--- src/rtl/seg7_bus_decoder.sv ---
// Passive monitor for a multiplexed active-low 7-segment bus. Recovers the BCD
// value of each digit after a stable dwell and flags framing and pattern errors.
module seg7_bus_decoder #(
  parameter int NUM_DIGITS    = 4,
  parameter int STABLE_CYCLES = 4
) (
  input  logic                    clk,
  input  logic                    rst_n,
  input  logic [NUM_DIGITS-1:0]   an,
  input  logic [6:0]              seg,
  input  logic                    err_clr,
  output logic [4*NUM_DIGITS-1:0] bcd_out,
  output logic [NUM_DIGITS-1:0]   digit_valid,
  output logic                    frame_stb,
  output logic                    err_pattern,
  output logic                    err_anode
);

  localparam int SW = NUM_DIGITS + 7;
  localparam int CW = $clog2(STABLE_CYCLES + 1);
  localparam int LW = $clog2(NUM_DIGITS + 1);
  localparam logic [CW-1:0] CNT_MAX  = CW'(STABLE_CYCLES);
  localparam logic [CW-1:0] CNT_TRIG = CW'(STABLE_CYCLES - 1);

  logic [SW-1:0]         sample;
  logic [SW-1:0]         s_q;
  logic [CW-1:0]         cnt;
  logic [CW-1:0]         cnt_nxt;
  logic                  same;
  logic                  dwell;
  logic [LW-1:0]         low_cnt;
  logic                  capture;
  logic                  multi;
  logic [NUM_DIGITS-1:0] sel_mask;
  logic [NUM_DIGITS-1:0] seen;
  logic [NUM_DIGITS-1:0] seen_upd;
  logic                  frame_done;
  logic [4:0]            dec;
  logic                  pattern_bad;

  // Returns {legal, value}; blank reads back as a legal 4'hF.
  function automatic logic [4:0] decode(input logic [6:0] p);
    case (p)
      7'b1000000: decode = 5'h10;
      7'b1111001: decode = 5'h11;
      7'b0100100: decode = 5'h12;
      7'b0110000: decode = 5'h13;
      7'b0011001: decode = 5'h14;
      7'b0010010: decode = 5'h15;
      7'b0000010: decode = 5'h16;
      7'b1111000: decode = 5'h17;
      7'b0000000: decode = 5'h18;
      7'b0010000: decode = 5'h19;
      7'b1111111: decode = 5'h1F;
      default:    decode = 5'h00;
    endcase
  endfunction

  assign sample = {an, seg};

  always_comb begin
    same = (sample == s_q);
    if (!same)
      cnt_nxt = CW'(1);
    else if (cnt == CNT_MAX)
      cnt_nxt = cnt;
    else
      cnt_nxt = cnt + 1'b1;
    dwell = same && (cnt == CNT_TRIG);
  end

  always_comb begin
    low_cnt = '0;
    for (int i = 0; i < NUM_DIGITS; i++)
      if (!an[i]) low_cnt = low_cnt + 1'b1;
    capture     = dwell && (low_cnt == LW'(1));
    multi       = dwell && (low_cnt > LW'(1));
    sel_mask    = capture ? ~an : '0;
    dec         = decode(seg);
    pattern_bad = capture && !dec[4];
    seen_upd    = seen | sel_mask;
    frame_done  = capture && (&seen_upd);
  end

  always_ff @(posedge clk or negedge rst_n) begin
    if (!rst_n) begin
      s_q         <= '1;
      cnt         <= '0;
      seen        <= '0;
      bcd_out     <= '1;
      digit_valid <= '0;
      frame_stb   <= 1'b0;
      err_pattern <= 1'b0;
      err_anode   <= 1'b0;
    end else begin
      s_q       <= sample;
      cnt       <= cnt_nxt;
      frame_stb <= frame_done;
      seen      <= frame_done ? '0 : seen_upd;
      for (int i = 0; i < NUM_DIGITS; i++) begin
        if (sel_mask[i]) begin
          digit_valid[i] <= dec[4];
          if (dec[4]) bcd_out[4*i +: 4] <= dec[3:0];
        end
      end
      // Setting takes priority over a simultaneous clear.
      err_pattern <= pattern_bad | (err_pattern & ~err_clr);
      err_anode   <= multi | (err_anode & ~err_clr);
    end
  end

endmodule
--- config.mk ---
export PLATFORM = sky130hd
export DESIGN_NAME = seg7_bus_decoder
export DESIGN_NICKNAME = d
export VERILOG_FILES = /design/src/rtl/seg7_bus_decoder.sv
export SDC_FILE = /design/constraint.sdc
export NUM_CORES = 1
export LEC_CHECK = 0
export ABC_AREA = 1
export CORE_MARGIN = 1.5
export CORE_UTILIZATION = 50
export DETAILED_ROUTE_END_ITERATION = 16
export PLACE_DENSITY = 0.8
export REMOVE_ABC_BUFFERS = 1
export SLEW_MARGIN = 20
export SYNTH_ARGS = -nofsm -noshare
export SYNTH_HDL_FRONTEND = slang
export SYNTH_SLANG_ARGS = --single-unit
--- constraint.sdc ---
create_clock -name clk -period 3.05 [get_ports clk]
set_clock_uncertainty 0.05 [all_clocks]
set_input_delay 0.61 -clock clk [delete_from_list [all_inputs] [get_ports clk]]
set_output_delay 0.61 -clock clk [all_outputs]
set_load 0.01 [all_outputs]
==> impl_results.md <==
- Max-slew violations: 0
- Layout cells sized above 1: 24.4%
- Synth unique cells: 33
- Leading area contributor after synthesis: dfstp_2
- Initial Utilization: 52.1%
- Max_slew headroom: 40.4%
- Dpl cell area: 0.00258 mm²
- Max H-tree Level: 2
- Buf/Inv on CP: 2
- Worst Hold Class: in2async
- Cells after Synth: 236
- Met2 wire length: 2.07 mm
- Setup TNS: 0 ps
- Slowest-stage cell, CP: clkdlybuf4s50_1
- Most frequent cells in the layout: nand2_1 (63), clkdlybuf4s50_1 (35), dfstp_2 (27), inv_1 (25)
- Std-Cell Rows: 23
- Nature of the critical path endpoint: flip-flop
- Final Hold Viols: 0
- Routed len/inst: 12.7 µm
- Final min period: 2830 ps
- Die Wd: 67.8 µm
- Max-cap violations: 0
- Placed Cells: 331
- Startpoint Class: primary input
- Chip height: 67.8 µm
- CP delay by family, top: simple AND/OR/NAND/NOR gates
- Fin crit share: 92.7%
- Finish-stage setup viols: 0
- Async set-reset flop share out of synthesis: 100%
- F_max: 354 MHz
- Core ar.: 0.00403 mm²
- Critical path arrival: 2970 ps
- Routability Congestion: 0.846
- GRT Util Overall: 21.2%
- Longest Clk Path Bufs: 2
- Total CTS buffers: 5
- Vias in the first global route: 1733
- CP peak stage delay: 480 ps
- Total gr overflow: 0
- Hold_buf cts: 0
- Total power: 1.17 mW
- Final Cell Area: 0.00274 mm²
- Clk slew on worst S/H paths: 80 ps
- EDFF count, synth: 0
- Dominant synthesized flop cell: dfstp_2
- Drt drc: 0
- Worst-margin pin slew: 894 ps
- Synthesized area: 0.00210 mm²
- Commonest non-fill, non-tap cell in the layout: nand2_1
- Placed wire-length estimate: 3.00 mm
- CP max FO: 4
- Avg Inst Size Synth: 8.90 µm²
- Layout area overhead: 30.3%
- Pwr Density: 429 mW/mm²
- Antenna-violating nets left: 0
- Sequential area share after synthesis: 50.4%
- Maximum VDD drop: 0.325 mV
- Sink Count: 41
- Status: complete, no violations
- Largest net degree at the start of global routing: 42
- Die area: 0.00460 mm²
- Drt first pass iters: 4
- Worst path required time: 3190 ps
- CTS tree: yes
- Boundary Pins: 37
- Yosys warning count: 0
- Iter 0 DRT Violations: 58
- Number of diodes: 0
- Synth top area cells: dfstp_2 (34%), dfrtp_1 (17%), nand2_1 (11%)
- Critical path, cell by cell: clkdlybuf4s50_1 > inv_1 > ha_1 > xnor2_2 > ha_1 > nor2_1 > o21bai_2 > nand2_2 > nor2_4 > nand4_2 > nand2_2 > nand2_1 > o21a_1
- Via density per instance: 4.98
- Via count: 1699
- Yosys reg bits: 41
- Top Metal Used: met4
- Later-pin clock latency in the skew report: 300 ps
- Wire length on met3: 199 µm
- Top-area cell type share of the netlist area: 33.8%
- Buffers on Ports: 36
- Layout Nets: 312
- Final Non-Filler Cells: 341
- First-pass GRT wire length: 7.25 mm
- DRT Wirelength: 4.32 mm
- DRT met1 WL: 1.95 mm
- Initial antenna violation count: 0
- Unrepaired setup endpoints after global routing: true
- Leakage: 1.23 nW
- Clock root cell: clkbuf_8
- Crit path kind: in2reg
registers in the layout, indices dropped and copies added, names as in the netlist:
signal / cells
err_pattern: 1
err_anode: 1
s_q: 11
seen: 4
frame_stb: 1
cnt: 3
digit_valid: 4
bcd_out: 16
path summary, 6_finish.rpt:
check | start | end | slack [ps] | cells after the start
min in group clk | bcd_out[2] | bcd_out[2] | 430 | 2
min reg2reg | bcd_out[2] | bcd_out[2] | 430 | 2
max in group asynchronous | rst_n | err_anode | 2010 | 1
max reg2reg | s_q[1] | seen[2] | 1200 | 9
min | rst_n | digit_valid[3] | 380 | 1
max | an[0] | seen[2] | 220 | 13
cells in the mapped netlist, types with 3 or more instances:
| master | count |
|---|---|
| ha_1 | 8 |
| nand3_1 | 8 |
| nor2_1 | 18 |
| nor3_1 | 3 |
| nor2_2 | 3 |
| clkinv_1 | 3 |
| inv_1 | 25 |
| o21ai_1 | 18 |
| a31oi_1 | 3 |
| o21ai_0 | 5 |
| dfrtp_1 | 14 |
| a21oi_1 | 3 |
| nand2_2 | 7 |
| dfstp_2 | 27 |
| xor2_1 | 6 |
| nand2_1 | 63 |
power breakdown:
group,switching [mW],internal [mW]
registers,0.00336,0.558
clock network,0.201,0.296
logic,0.0678,0.0470
layer usage:
layer | GRT usage, % | vias to the layer above
li1 | - | 863
met3 | 4.11 | 11
met1 | 25.1 | 781
met2 | 36.0 | 44
met4 | 12.0 | 0
met5 | 0 | -
final cells by class:
| type | count | area, µm² |
|---|---|---|
| sequential | 41 | 1060 |
| inverter | 30 | 113 |
| multi-input combinational | 164 | 925 |
| fill | 330 | 1290 |
| clock inverter | 2 | 38.8 |
| timing repair buffer | 48 | 445 |
| clock buffer | 6 | 93.8 |
| tap | 50 | 62.6 |
timing repair:
item / CTS / global route
buffers inserted: 0 / 2
setup endpoints to repair: 0 / 5
resized for setup: 0 / 1
through the flow:
stage	setup WS, ps	hold slack (ps)	util [%]
finish	222	380	68.0
global route	-6.22	448	68.0
CTS	171	402	67.4
detailed placement	-109	416	64.1
global placement	-7.13	413	64.1
floorplan	576	264	-
kinds of logic after synthesis:
| family | synth area share, % |
|---|---|
| AND/OR/NAND/NOR | 25.3 |
| XOR/XNOR | 3.34 |
| adder cells (fa/ha/maj) | 4.76 |
| buffers and inverters | 5.90 |
| AO/OA/AOI/OAI | 10.2 |
| flip-flops | 50.4 |
worst register-to-register path, cell delays in order, from the launching register on:
cell	delay [ps]
dfstp_2	530
xnor2_1	110
nand2_1	70
nor2_1	110
nand2_1	100
nor2_4	200
nand4_2	170
nand2_2	130
nand2_1	100
o21a_1	190
Note: power is estimated with default switching activity, not from simulation.
